## config.mk

```make
export PLATFORM = sky130hd
export DESIGN_NAME = enc_op_fc_flat
export DESIGN_NICKNAME = d
export VERILOG_FILES = /design/src/rtl/enc_op_fc_pkg.sv /design/src/rtl/enc_op_fc_if.sv /design/src/rtl/enc_op_fc_pack.sv /design/src/rtl/enc_op_fc.sv /design/src/flat_wrapper.sv
export SDC_FILE = /design/constraint.sdc
export NUM_CORES = 1
export LEC_CHECK = 0
export CAP_MARGIN = 20
export CORE_ASPECT_RATIO = 0.75
export CORE_MARGIN = 2
export CORE_UTILIZATION = 25
export DETAILED_ROUTE_END_ITERATION = 10
export MAX_ROUTING_LAYER = met4
export SLEW_MARGIN = 5
export SYNTH_ARGS = -nofsm -noshare
export SYNTH_HDL_FRONTEND = slang
export SYNTH_SLANG_ARGS = --single-unit
```

## constraint.sdc

```tcl
create_clock -name clock -period 2.5 [get_ports clock]
set_input_delay 0.25 -clock clock [delete_from_list [all_inputs] [get_ports clock]]
set_output_delay 0.25 -clock clock [all_outputs]
set_load 0.005 [all_outputs]
```

## src/rtl/enc_op_fc_pkg.sv

```systemverilog
// Shared JX2 definitions for the FC/FD op encoder: kind codes, opcode bytes and W0 prefixes.
package enc_op_fc_pkg;

  typedef enum logic [2:0] {
    KIND_STORE  = 3'd0,
    KIND_LOAD   = 3'd1,
    KIND_ALU3I  = 3'd2,
    KIND_CMPI   = 3'd3,
    KIND_BRA    = 3'd4,
    KIND_LDIDLR = 3'd5,
    KIND_PCREL  = 3'd6,
    KIND_LDIR   = 3'd7
  } opKind_e;

  localparam logic [7:0] PFX_FC    = 8'hFC;
  localparam logic [7:0] LOAD_OPC  = 8'h08;
  localparam logic [3:0] ALU3I_OPC = 4'h1;
  localparam logic [7:0] CMPI_OPC  = 8'h19;
  localparam logic [7:0] BRA_LO    = 8'h20;
  localparam logic [7:0] LDIDLR_LO = 8'h24;
  localparam logic [7:0] PCREL_LO  = 8'h27;
  localparam logic [3:0] LDIR_HI   = 4'hF;

  // W0 shared by the memory / immediate-ALU group: 0xFC0e with e = {Q,N4,M4,I}.
  function automatic logic [15:0] memW0(input logic q, input logic n4, input logic m4, input logic i);
    return {PFX_FC, 4'h0, q, n4, m4, i};
  endfunction

  function automatic logic alu3iSubOk(input logic [3:0] sub);
    case (sub)
      4'h0, 4'h1, 4'h2, 4'h5, 4'h6, 4'h7: return 1'b1;
      default: return 1'b0;
    endcase
  endfunction

  function automatic logic cmpiSubOk(input logic [3:0] sub);
    case (sub)
      4'h4, 4'hC, 4'hD, 4'hE: return 1'b1;
      default: return 1'b0;
    endcase
  endfunction

endpackage

```

## src/rtl/enc_op_fc_if.sv

```systemverilog
// Request and halfword-output channels of the FC/FD op encoder.
interface enc_op_fc_if;
  logic        reqValid;
  logic        reqReady;
  logic [2:0]  reqKind;
  logic [3:0]  reqSub;
  logic        reqQ;
  logic [5:0]  reqRegN;
  logic [5:0]  reqRegM;
  logic [32:0] reqImm;
  logic        outValid;
  logic        outReady;
  logic [15:0] outWord;
  logic        outLast;
  logic        errPulse;
  logic        busy;

  modport master (
    output reqValid, reqKind, reqSub, reqQ, reqRegN, reqRegM, reqImm, outReady,
    input  reqReady, outValid, outWord, outLast, errPulse, busy
  );

  modport slave (
    input  reqValid, reqKind, reqSub, reqQ, reqRegN, reqRegM, reqImm, outReady,
    output reqReady, outValid, outWord, outLast, errPulse, busy
  );
endinterface

```

## src/rtl/enc_op_fc_pack.sv

```systemverilog
// Combinational packer: request fields -> {W0,W1,W2} plus a reject flag.
module enc_op_fc_pack import enc_op_fc_pkg::*; #(
  parameter int REJECT_RANGE = 1
) (
  input  logic [2:0]  kind,
  input  logic [3:0]  sub,
  input  logic        q,
  input  logic [5:0]  regN,
  input  logic [5:0]  regM,
  input  logic [32:0] imm,
  output logic [47:0] word,
  output logic        err
);

  localparam logic RANGE_EN = 1'(REJECT_RANGE != 0);

  logic [15:0] w0S, w1S, w2S;
  logic        illegalS, outOfRangeS;
  logic        fitsS17S, fitsU17S, fitsS24S;

  assign fitsS17S = (imm[32:16] == {17{imm[16]}});
  assign fitsU17S = (imm[32:17] == 16'h0000);
  assign fitsS24S = (imm[32:23] == {10{imm[23]}});

  // Per-kind field placement and legality; unused kinds of checks stay at their defaults.
  always_comb begin
    w0S = 16'h0000;
    w1S = 16'h0000;
    w2S = imm[15:0];
    illegalS = 1'b0;
    outOfRangeS = 1'b0;
    case (kind)
      KIND_STORE: begin
        w0S = memW0(q, regN[4], regM[4], imm[16]);
        w1S = {6'b000000, sub[1:0], regN[3:0], regM[3:0]};
        illegalS = (sub[3:2] != 2'b00);
        outOfRangeS = !fitsS17S;
      end
      KIND_LOAD: begin
        w0S = memW0(sub[2], regN[4], regM[4], imm[16]);
        w1S = {LOAD_OPC + {6'b000000, sub[1:0]}, regN[3:0], regM[3:0]};
        illegalS = sub[3];
        outOfRangeS = !fitsS17S;
      end
      KIND_ALU3I: begin
        w0S = memW0(1'b0, regN[4], regM[4], imm[16]);
        w1S = {ALU3I_OPC, sub, regN[3:0], regM[3:0]};
        illegalS = !alu3iSubOk(sub);
        // sub 0/1 take a zero-extended immediate, the rest sign-extended
        outOfRangeS = (sub[3:1] == 3'b000) ? !fitsU17S : !fitsS17S;
      end
      KIND_CMPI: begin
        w0S = memW0(q, regN[4], 1'b0, imm[16]);
        w1S = {CMPI_OPC, regN[3:0], sub};
        illegalS = !cmpiSubOk(sub);
        outOfRangeS = !fitsS17S;
      end
      KIND_BRA: begin
        w0S = {PFX_FC, BRA_LO + {6'b000000, sub[1:0]}};
        w1S = imm[15:0];
        w2S = imm[31:16];
        illegalS = (sub[3:2] != 2'b00);
        outOfRangeS = (imm[32] != imm[31]);
      end
      KIND_LDIDLR: begin
        w0S = {PFX_FC, LDIDLR_LO + {6'b000000, sub[1:0]}};
        w1S = imm[15:0];
        w2S = imm[31:16];
        illegalS = (sub > 4'd2);
      end
      KIND_PCREL: begin
        w0S = {PFX_FC[7:1], regN[4], PCREL_LO};
        w1S = {sub, regN[3:0], imm[23:16]};
        illegalS = (sub == 4'd5) || (sub == 4'd6) || (sub == 4'd7);
        outOfRangeS = !fitsS24S;
      end
      KIND_LDIR: begin
        w0S = {LDIR_HI, 3'b110, regN[4], 2'b11, sub[1:0], regN[3:0]};
        w1S = imm[15:0];
        w2S = imm[31:16];
        illegalS = (sub[3:2] != 2'b00);
      end
      default: begin
        illegalS = 1'b1;
      end
    endcase
  end

  assign word = {w0S, w1S, w2S};
  assign err  = illegalS | regN[5] | regM[5] | (RANGE_EN & outOfRangeS);

endmodule

```

## src/rtl/enc_op_fc.sv

```systemverilog
// FC/FD op encoder: accepts one request and streams its three halfwords W0,W1,W2.
// A request can be taken during the final beat, so ops stream back to back.
module enc_op_fc #(
  parameter int REJECT_RANGE = 1
) (
  input logic        clock,
  input logic        reset,
  enc_op_fc_if.slave bus
);

  localparam logic [1:0] ST_IDLE = 2'd0;
  localparam logic [1:0] ST_W0   = 2'd1;
  localparam logic [1:0] ST_W1   = 2'd2;
  localparam logic [1:0] ST_W2   = 2'd3;

  logic [1:0]  stateR, stateS;
  logic [47:0] encR, encS, packWordS;
  logic        packErrS;
  logic        outValidR, outValidS;
  logic [15:0] outWordR, outWordS;
  logic        outLastR, outLastS;
  logic        errPulseR, errPulseS;
  logic        busyR;
  logic        reqReadyS, acceptS;

  enc_op_fc_pack #(.REJECT_RANGE(REJECT_RANGE)) uPack (
    .kind (bus.reqKind),
    .sub  (bus.reqSub),
    .q    (bus.reqQ),
    .regN (bus.reqRegN),
    .regM (bus.reqRegM),
    .imm  (bus.reqImm),
    .word (packWordS),
    .err  (packErrS)
  );

  assign reqReadyS = (stateR == ST_IDLE) || ((stateR == ST_W2) && bus.outReady);
  assign acceptS   = bus.reqValid && reqReadyS;

  // Next state: a good accept loads a fresh op, otherwise each taken beat advances.
  always_comb begin
    stateS    = stateR;
    encS      = encR;
    outValidS = outValidR;
    outWordS  = outWordR;
    outLastS  = outLastR;
    errPulseS = acceptS && packErrS;
    if (acceptS && !packErrS) begin
      stateS    = ST_W0;
      encS      = packWordS;
      outValidS = 1'b1;
      outWordS  = packWordS[47:32];
      outLastS  = 1'b0;
    end else begin
      case (stateR)
        ST_IDLE: begin
          outValidS = 1'b0;
        end
        ST_W0: begin
          if (bus.outReady) begin
            stateS   = ST_W1;
            outWordS = encR[31:16];
          end else begin
            stateS = ST_W0;
          end
        end
        ST_W1: begin
          if (bus.outReady) begin
            stateS   = ST_W2;
            outWordS = encR[15:0];
            outLastS = 1'b1;
          end else begin
            stateS = ST_W1;
          end
        end
        ST_W2: begin
          if (bus.outReady) begin
            stateS    = ST_IDLE;
            outValidS = 1'b0;
            outLastS  = 1'b0;
          end else begin
            stateS = ST_W2;
          end
        end
        default: begin
          stateS    = ST_IDLE;
          outValidS = 1'b0;
          outLastS  = 1'b0;
        end
      endcase
    end
  end

  // State and registered outputs; reset drops any op in flight.
  always_ff @(posedge clock or negedge reset) begin
    if (!reset) begin
      stateR    <= ST_IDLE;
      encR      <= 48'h0000_0000_0000;
      outValidR <= 1'b0;
      outWordR  <= 16'h0000;
      outLastR  <= 1'b0;
      errPulseR <= 1'b0;
      busyR     <= 1'b0;
    end else begin
      stateR    <= stateS;
      encR      <= encS;
      outValidR <= outValidS;
      outWordR  <= outWordS;
      outLastR  <= outLastS;
      errPulseR <= errPulseS;
      busyR     <= (stateS != ST_IDLE);
    end
  end

  assign bus.reqReady = reqReadyS;
  assign bus.outValid = outValidR;
  assign bus.outWord  = outWordR;
  assign bus.outLast  = outLastR;
  assign bus.errPulse = errPulseR;
  assign bus.busy     = busyR;

endmodule

```

## src/flat_wrapper.sv

```systemverilog
// flat-port wrapper written by rule: the top's interface ports become plain ports
module enc_op_fc_flat 
#(
  parameter int REJECT_RANGE = 1
)
  (clock, reset, bus_reqValid, bus_reqKind, bus_reqSub, bus_reqQ, bus_reqRegN, bus_reqRegM, bus_reqImm, bus_outReady, bus_reqReady, bus_outValid, bus_outWord, bus_outLast, bus_errPulse, bus_busy);
  enc_op_fc_if bus_i ();
  input logic clock;
  input logic reset;
  input wire logic [$bits(bus_i.reqValid)-1:0] bus_reqValid;
  input wire logic [$bits(bus_i.reqKind)-1:0] bus_reqKind;
  input wire logic [$bits(bus_i.reqSub)-1:0] bus_reqSub;
  input wire logic [$bits(bus_i.reqQ)-1:0] bus_reqQ;
  input wire logic [$bits(bus_i.reqRegN)-1:0] bus_reqRegN;
  input wire logic [$bits(bus_i.reqRegM)-1:0] bus_reqRegM;
  input wire logic [$bits(bus_i.reqImm)-1:0] bus_reqImm;
  input wire logic [$bits(bus_i.outReady)-1:0] bus_outReady;
  output wire logic [$bits(bus_i.reqReady)-1:0] bus_reqReady;
  output wire logic [$bits(bus_i.outValid)-1:0] bus_outValid;
  output wire logic [$bits(bus_i.outWord)-1:0] bus_outWord;
  output wire logic [$bits(bus_i.outLast)-1:0] bus_outLast;
  output wire logic [$bits(bus_i.errPulse)-1:0] bus_errPulse;
  output wire logic [$bits(bus_i.busy)-1:0] bus_busy;
  assign bus_i.reqValid = bus_reqValid;
  assign bus_i.reqKind = bus_reqKind;
  assign bus_i.reqSub = bus_reqSub;
  assign bus_i.reqQ = bus_reqQ;
  assign bus_i.reqRegN = bus_reqRegN;
  assign bus_i.reqRegM = bus_reqRegM;
  assign bus_i.reqImm = bus_reqImm;
  assign bus_i.outReady = bus_outReady;
  assign bus_reqReady = bus_i.reqReady;
  assign bus_outValid = bus_i.outValid;
  assign bus_outWord = bus_i.outWord;
  assign bus_outLast = bus_i.outLast;
  assign bus_errPulse = bus_i.errPulse;
  assign bus_busy = bus_i.busy;
  enc_op_fc #(.REJECT_RANGE(REJECT_RANGE)) u_core (.clock(clock), .reset(reset), .bus(bus_i));
endmodule
```

=== After elaboration in Yosys (flattened, before gate mapping) ===
Cells that the tools add are included.

* Register bits: 54
* Bits in latches: 0
* RAM bits: 0
* Bits in read-only memories: 0
* Input port bits: 57
* Output and inout bits: 21
* Word-level logic and storage cells: 95
* Memories: 0

* Add/sub/neg operators: 3
* Multiply operators: 0
* Div/mod/pow operators: 0
* Magnitude comparators: 1
* Eq/ne operators: 25
* Shift-type cells: 0
* Multiplexer cells: 25
* Bitwise gates (word level): 3
* Reduce and logical (&&, ||, !) cells: 31

{| class="wikitable"
|+ Operators by type and width
! cell !! count
|-
| $pmux 16 s8 || 1
|-
| $pmux 16 s6 || 1
|-
| $mux 16 || 4
|-
| $pmux 16 s2 || 1
|-
| $eq 16x16->1 || 1
|-
| $eq 4x3->1 const B || 4
|-
| $logic_not 16->1 || 1
|-
| $add 6x2->7 const A || 2
|-
| $eq 3x3->1 const B || 4
|-
| $eq 4x4->1 const B || 3
|-
| $mux 1 || 10
|-
| $eq 9x9->1 || 1
|-
| $reduce_bool 3->1 || 3
|-
| $reduce_or 3->1 || 3
|-
| $eq 3x2->1 const B || 2
|-
| $logic_not 1->1 || 6
|-
| $logic_not 3->1 || 2
|-
| $mux 2 || 3
|-
| $ne 3x2->1 const B || 2
|-
| $pmux 1 s6 || 1
|-
| $pmux 2 s3 || 1
|-
| $reduce_and 3->1 || 2
|-
| $reduce_or 6->1 || 1
|-
| $add 4x2->5 const A || 1
|-
| other kinds (18) || 28
|}

=== Depth between registers and ports, before layout ===
* Depth in word-level cells: 13
* Depth in mapped cells: 9
* Mapped depth without buffers: 7

=== Modules after synthesis ===
Synthesis repeated with hierarchy kept, for this count alone.

* Cells, all modules: 379
* Area total of the unflattened synthesis: 3,729.8 um^2

{| class="wikitable"
|+ Modules (own cells, without submodules)
! module !! instances !! cells an instance !! area each (um^2) !! sequential area each (um^2)
|-
| enc_op_fc || 1 || 178 || 2,543.7 || 1,351.3
|-
| enc_op_fc_pack || 1 || 201 || 1,186.1 || 0.0
|}

=== Worst setup path after synthesis ===
Ideal clock, no wire load.

* Path type: in2reg
* Start: input port bus_reqImm[25]
* End: register u_core.encR[23]
* Library setup time: 0.127 ns
* Arrival time: 2.148 ns
* Required time: 2.373 ns
* Path slack: 0.224 ns
* Cell stages on the path: 8
* Buffers on the path: 2
* Cell sequence: or4_4 > nor4_4 > a22o_1 > a221o_2 > and3_4 > buf_6 > buf_8 > mux2_1

* Longest elaborated chain between the ends: 7
* Elaborated cells between the ends (all ways): 11
* Classes of those cells: eq/ne: 2; mux: 2; bitwise: 1; reduce/logical: 6

{| class="wikitable"
|+ Ends and longest elaborated chain
! element !! line !! source
|-
| from (decl) || flat_wrapper.sv:16 || <nowiki>input wire logic [$bits(bus_i.reqImm)-1:0] bus_reqImm;</nowiki>
|-
| $eq 16x16->1 or $logic_not 16->1 (tied branches) || enc_op_fc_pack.sv:21, enc_op_fc_pack.sv:22 ||
|-
| $logic_not 1->1 (on tied branches) || n/a ||
|-
| $mux 1 || enc_op_fc_pack.sv:50 || <nowiki>outOfRangeS = (sub[3:1] == 3'b000) ? !fitsU17S : !fitsS17S;</nowiki>
|-
| $pmux 1 s4 * || enc_op_fc_pack.sv:32 || <nowiki>case (kind)</nowiki>
|-
| $or 1x1->1 * || enc_op_fc_pack.sv:90 || <nowiki>assign err = illegalS | regN[5] | regM[5] | (RANGE_EN & outOfRangeS);</nowiki>
|-
| $logic_not 1->1 * || enc_op_fc.sv:48 || <nowiki>if (acceptS && !packErrS) begin</nowiki>
|-
| $logic_and 1x1->1 * || enc_op_fc.sv:48 ||
|-
| to (signal assigned) || enc_op_fc.sv:106 || <nowiki>encR <= encS;</nowiki>
|-
| to (decl) || enc_op_fc.sv:17 || <nowiki>logic [47:0] encR, encS, packWordS;</nowiki>
|}

Mark *: on every way between the ends. The rest lies on a longest branch, timed or not.
A chain may end at the register's enable or synchronous reset.

=== Worst setup path after layout ===
* Start: input port bus_reqImm[30]
* End: register u_core.outLastR, in the netlist u_core.bus.outLast

* Longest elaborated chain between the ends: 9
* Elaborated cells between the ends (all ways): 16
* Classes of those cells: eq/ne: 4; mux: 3; bitwise: 1; reduce/logical: 8

{| class="wikitable"
|+ Ends and longest elaborated chain
! element !! line !! source
|-
| $eq 16x16->1 or $logic_not 16->1 (tied branches) || enc_op_fc_pack.sv:21, enc_op_fc_pack.sv:22 ||
|-
| $logic_not 1->1 (on tied branches) || n/a ||
|-
| $mux 1 || enc_op_fc_pack.sv:50 ||
|-
| $pmux 1 s4 * || enc_op_fc_pack.sv:32 ||
|-
| $or 1x1->1 * || enc_op_fc_pack.sv:90 ||
|-
| $logic_not 1->1 * || enc_op_fc.sv:48 ||
|-
| $logic_and 1x1->1 * || enc_op_fc.sv:48 ||
|-
| $ne 3x2->1 (no line) (tied with other cells) || n/a ||
|-
| $reduce_and 3->1 (no line) || n/a ||
|-
| to (signal assigned) || enc_op_fc.sv:109 || <nowiki>outLastR <= outLastS;</nowiki>
|-
| to (decl) || enc_op_fc.sv:21 || <nowiki>logic outLastR, outLastS;</nowiki>
|}

Marked as above.

==> run metrics <==
share of Yosys cell area claimed by the top area cell type 38.9%; cell total after placement 660; final critical path time including I/O delays and setup 2.46 ns; number of max-capacitance violations reported 0; Mapped Avg Cell Area 9.42 sq um; vias in the first global route 3308; placeable core area 13700 sq um; Post-synth EDFFs 0; via density per instance 5.05; number of instances in the synthesized netlist 369; Sw Share 33.7%; Comb pwr share 42.7%; complex-gate fraction of the synthesized area 20.5%; number of antenna repair diodes 0; dominant cells by area after synthesis sky130_fd_sc_hd__dfrtp_1, sky130_fd_sc_hd__mux2_2, sky130_fd_sc_hd__a21oi_1; async set-reset flop share out of synthesis 100%; detailed-placement wirelength estimate 9170 microns; starting density of the core 25.5%; clock buffer count from CTS 5; number of nets produced by synthesis 428; path type of the worst setup path primary input to flip-flop; register-to-register setup slack 0.43 ns; Cell Pwr Density 757 nW/um^2; largest net degree at the start of global routing 43; placement row count 37; transition time of the tightest slew-check pin 0.667 ns; number of nets in the finished design 553; total die area 14900 sq um; setup clock skew after layout 0.00499 ns; power share of the sequential group 38.5%; Setup crit start kind primary input; filler cell count 1352; outcome finished clean; register clock-pin slew on the reported worst setup and hold paths 0.07 ns; sequential element share of the synthesized area 38.9%; number of standard cells in the final layout excluding fillers 670; clock tree from TritonCTS done; wire length of the first global-routing pass 18100 microns; routed wire length per instance 17.1 microns; Chip Height 106 microns; Cell variety after synth 58; Hold WC Path Type primary input to asynchronous set/reset pin; critical path required time 2.68 ns; proportion of synthesized area in mux cells 18.0%; count of final setup violators 0; Die Span X 140 microns; arrival time at the worst endpoint 2.64 ns; Metal-1 WL 5580 microns; clock share of power 18.7%; buffer levels on the longest clock path 2; tightest hold margin 0.466 ns; number of buffer cells added on primary ports 77; RSZ-0062 raised after global routing false; Highest Signal Layer met4; r2r endpoint u_core.bus.outWord[15]; global placer's final weighted congestion 0.925; number of clock sinks seen by CTS 54; Main synth FF type sky130_fd_sc_hd__dfrtp_1; depth of the most critical reg-to-reg path 6; overall power consumption 0.00385 W; Fmax 407 MHz; count of pins over their slew limit 0; post-synthesis xor/xnor area fraction 0.504%; detailed-route DRC error count 0; remaining max-slew budget at the tightest pin 55.4%; standby leakage power 2.21 nW; Setup crit end kind flip-flop; met3 layer wire length in the routed design 613 microns; clock root buffer sky130_fd_sc_hd__clkbuf_16; CP Max Fanout 5; latest clock arrival within the worst-skew pair 0.29 ns; Post-DRT Antenna Nets 0; biggest area consumer among synthesized cells sky130_fd_sc_hd__dfrtp_1; largest family of logic cells by synthesized area compound AO/OA/AOI/OAI gates; synthesis-to-layout area growth 46.3%; fraction of final layout cells sized beyond drive strength 1 26.7%; number of storage elements in the synthesis netlist 54; Total Routing Usage GR 16.0%; number of design-rule violations left by the first detailed-router iteration 249; number of detailed-route iterations in the first pass 7; IR Drop Worst-Case VDD 0.373 mV; number of H-tree levels 2; adder-cell share of the synthesized area 0.720%; total length of routed met2 wires 5170 microns; number of antenna violations at the first check in global routing 0; total via count after detailed routing 3382; switching power of the nets 0.00130 W; fraction of the mapped netlist area in simple logic gates 16.1%; # IOs 78; total grt overflow 0; worst flop-to-flop path startpoint u_core.stateR[1]; overall routed net length 11400 microns; yosys synthesis warning count 0; number of hold-slack violations in the final timing report 0; internal power contribution 0.00255 W; Netlist Area Pre-Place 3480 sq um; final worst-path cycle share 98.4%
## repair_timing
action,in CTS,in global routing
resized for setup,2,8
endpoints found under the hold margin,22,0
hold buffers,1,0
endpoints found under the setup margin,5,43
pin swaps,0,4
buffers inserted,0,1
## how the worst max path moves through the flow
stage / startpoint / end / slack, ns / cells after the start
finish: bus_reqImm[30] / u_core.bus.outLast / 0.04 / 8
global route: bus_reqImm[30] / u_core.bus.outLast / 0.005 / 8
CTS: bus_reqImm[31] / u_core.encR[30] / 0.003 / 9
detailed placement: bus_reqImm[23] / u_core.bus.outWord[0] / -0.34 / 10
global placement: bus_reqImm[31] / u_core.encR[13] / -0.31 / 9
floorplan: bus_reqImm[25] / u_core.encR[23] / 0.22 / 8
## placed cells by master (no fill, tap or decap), types with 2 or more instances in the layout
master | synthesis | routed
sky130_fd_sc_hd__o22ai_1 | 11 | 11
sky130_fd_sc_hd__a21oi_1 | 37 | 36
sky130_fd_sc_hd__or4_4 | 1 | 2
sky130_fd_sc_hd__inv_1 | 15 | 15
sky130_fd_sc_hd__dfrtp_1 | 54 | 54
sky130_fd_sc_hd__a221oi_1 | 3 | 3
sky130_fd_sc_hd__o21ai_0 | 11 | 11
sky130_fd_sc_hd__mux2_2 | 40 | 40
sky130_fd_sc_hd__buf_4 | 2 | 59
sky130_fd_sc_hd__a22oi_1 | 3 | 3
sky130_fd_sc_hd__o31ai_1 | 2 | 2
sky130_fd_sc_hd__a22o_1 | 3 | 3
sky130_fd_sc_hd__nor2b_1 | 11 | 10
sky130_fd_sc_hd__mux2i_1 | 13 | 13
sky130_fd_sc_hd__nand3_1 | 5 | 5
sky130_fd_sc_hd__nor2_1 | 30 | 30
sky130_fd_sc_hd__nand2b_1 | 2 | 2
sky130_fd_sc_hd__clkdlybuf4s50_1 | 0 | 76
sky130_fd_sc_hd__mux2_1 | 4 | 4
sky130_fd_sc_hd__clkbuf_16 | 0 | 5
sky130_fd_sc_hd__a211o_1 | 6 | 6
sky130_fd_sc_hd__a31oi_1 | 7 | 7
sky130_fd_sc_hd__a221o_1 | 5 | 5
sky130_fd_sc_hd__nand2_1 | 39 | 39
sky130_fd_sc_hd__o221a_2 | 2 | 2
sky130_fd_sc_hd__nand4_1 | 5 | 5
sky130_fd_sc_hd__nor4_1 | 3 | 2
sky130_fd_sc_hd__nand3b_1 | 2 | 2
sky130_fd_sc_hd__a311oi_1 | 3 | 3
sky130_fd_sc_hd__buf_12 | 0 | 4
sky130_fd_sc_hd__nor4_4 | 1 | 2
## registers in the layout, indices dropped and copies added (netlist names)
register / count
u_core.encR: 32
u_core.bus.outWord: 16
u_core.stateR: 2
u_core.bus.busy: 1
u_core.bus.errPulse: 1
u_core.bus.outLast: 1
u_core.bus.outValid: 1
## area by class of cell
cell class / count / area (sq um) / share of cell area, %
Clock inverter: 2 / 12.5 / 0.246
Inverter: 17 / 63.8 / 1.25
Timing Repair Buffer: 141 / 1300 / 25.5
Multi-Input combinational cell: 275 / 2000 / 39.4
Tap cell: 175 / 219 / 4.31
Sequential cell: 54 / 1350 / 26.6
Clock buffer: 6 / 139 / 2.73
## power by group through the flow
stage	clock network (W)	registers, W	logic (W)
floorplan	0	0.00141	0.000959
global placement	0	0.00148	0.00161
detailed placement	0	0.00150	0.00163
CTS	0.000739	0.00149	0.00165
global route	0.000784	0.00154	0.00179
finish	0.000722	0.00148	0.00165
## cells in the mapped netlist, drive strengths merged (2+ instances only)
cell    count
a211o       6
nor4        5
mux2i      13
dfrtp      54
o31ai       2
a22o        3
nand2      39
a21oi      37
buf         6
nor2       31
a311oi      3
nand4       5
o221a       2
nand3       5
a221oi      3
a311o       2
or4         3
ha          2
o21ai      11
clkbuf     17
nand3b      2
a221o       6
a31oi       8
and3        2
nand2b      2
a22oi       3
nor2b      11
o22ai      11
inv        16
mux2       44
## per-stage QoR
stage / cell area [sq um] / TNS [ns] / worst slack [ns] / util (%)
2_1_floorplan: 3480 / 0 / 0.224 / -
3_3_place_gp: 4850 / -13.31 / -0.315 / 35.5
5_1_grt: 5090 / 0 / 0.00451 / 37.2
3_5_place_dp: 4850 / -13.50 / -0.340 / 35.5
4_1_cts: 5040 / 0 / 0.00278 / 36.9
6_report: 5090 / 0 / 0.0402 / 37.2
## cells by family after synthesis
logic type / count (synthesis)
AO/OA/AOI/OAI: 105
XOR/XNOR: 2
adder cells (fa/ha/maj): 2
buffers and inverters: 40
flip-flops: 54
AND/OR/NAND/NOR: 109
multiplexers: 57
## per-layer routing
layer | vias to the layer above | GRT usage (%)
met4 | 0 | 2.60
li1 | 1615 | -
met3 | 8 | 3.06
met2 | 113 | 24.6
met1 | 1646 | 22.4
met5 | - | -
## worst max-delay path, cell delays in order
cell	delay [ns]
sky130_fd_sc_hd__clkdlybuf4s50_1	0.43
sky130_fd_sc_hd__or4_4	0.58
sky130_fd_sc_hd__nor4_4	0.28
sky130_fd_sc_hd__a2111oi_4	0.08
sky130_fd_sc_hd__nor4b_4	0.43
sky130_fd_sc_hd__buf_4	0.21
sky130_fd_sc_hd__a41oi_1	0.12
sky130_fd_sc_hd__o221a_2	0.26
No activity file was read; power rests on OpenSTA's default activity.
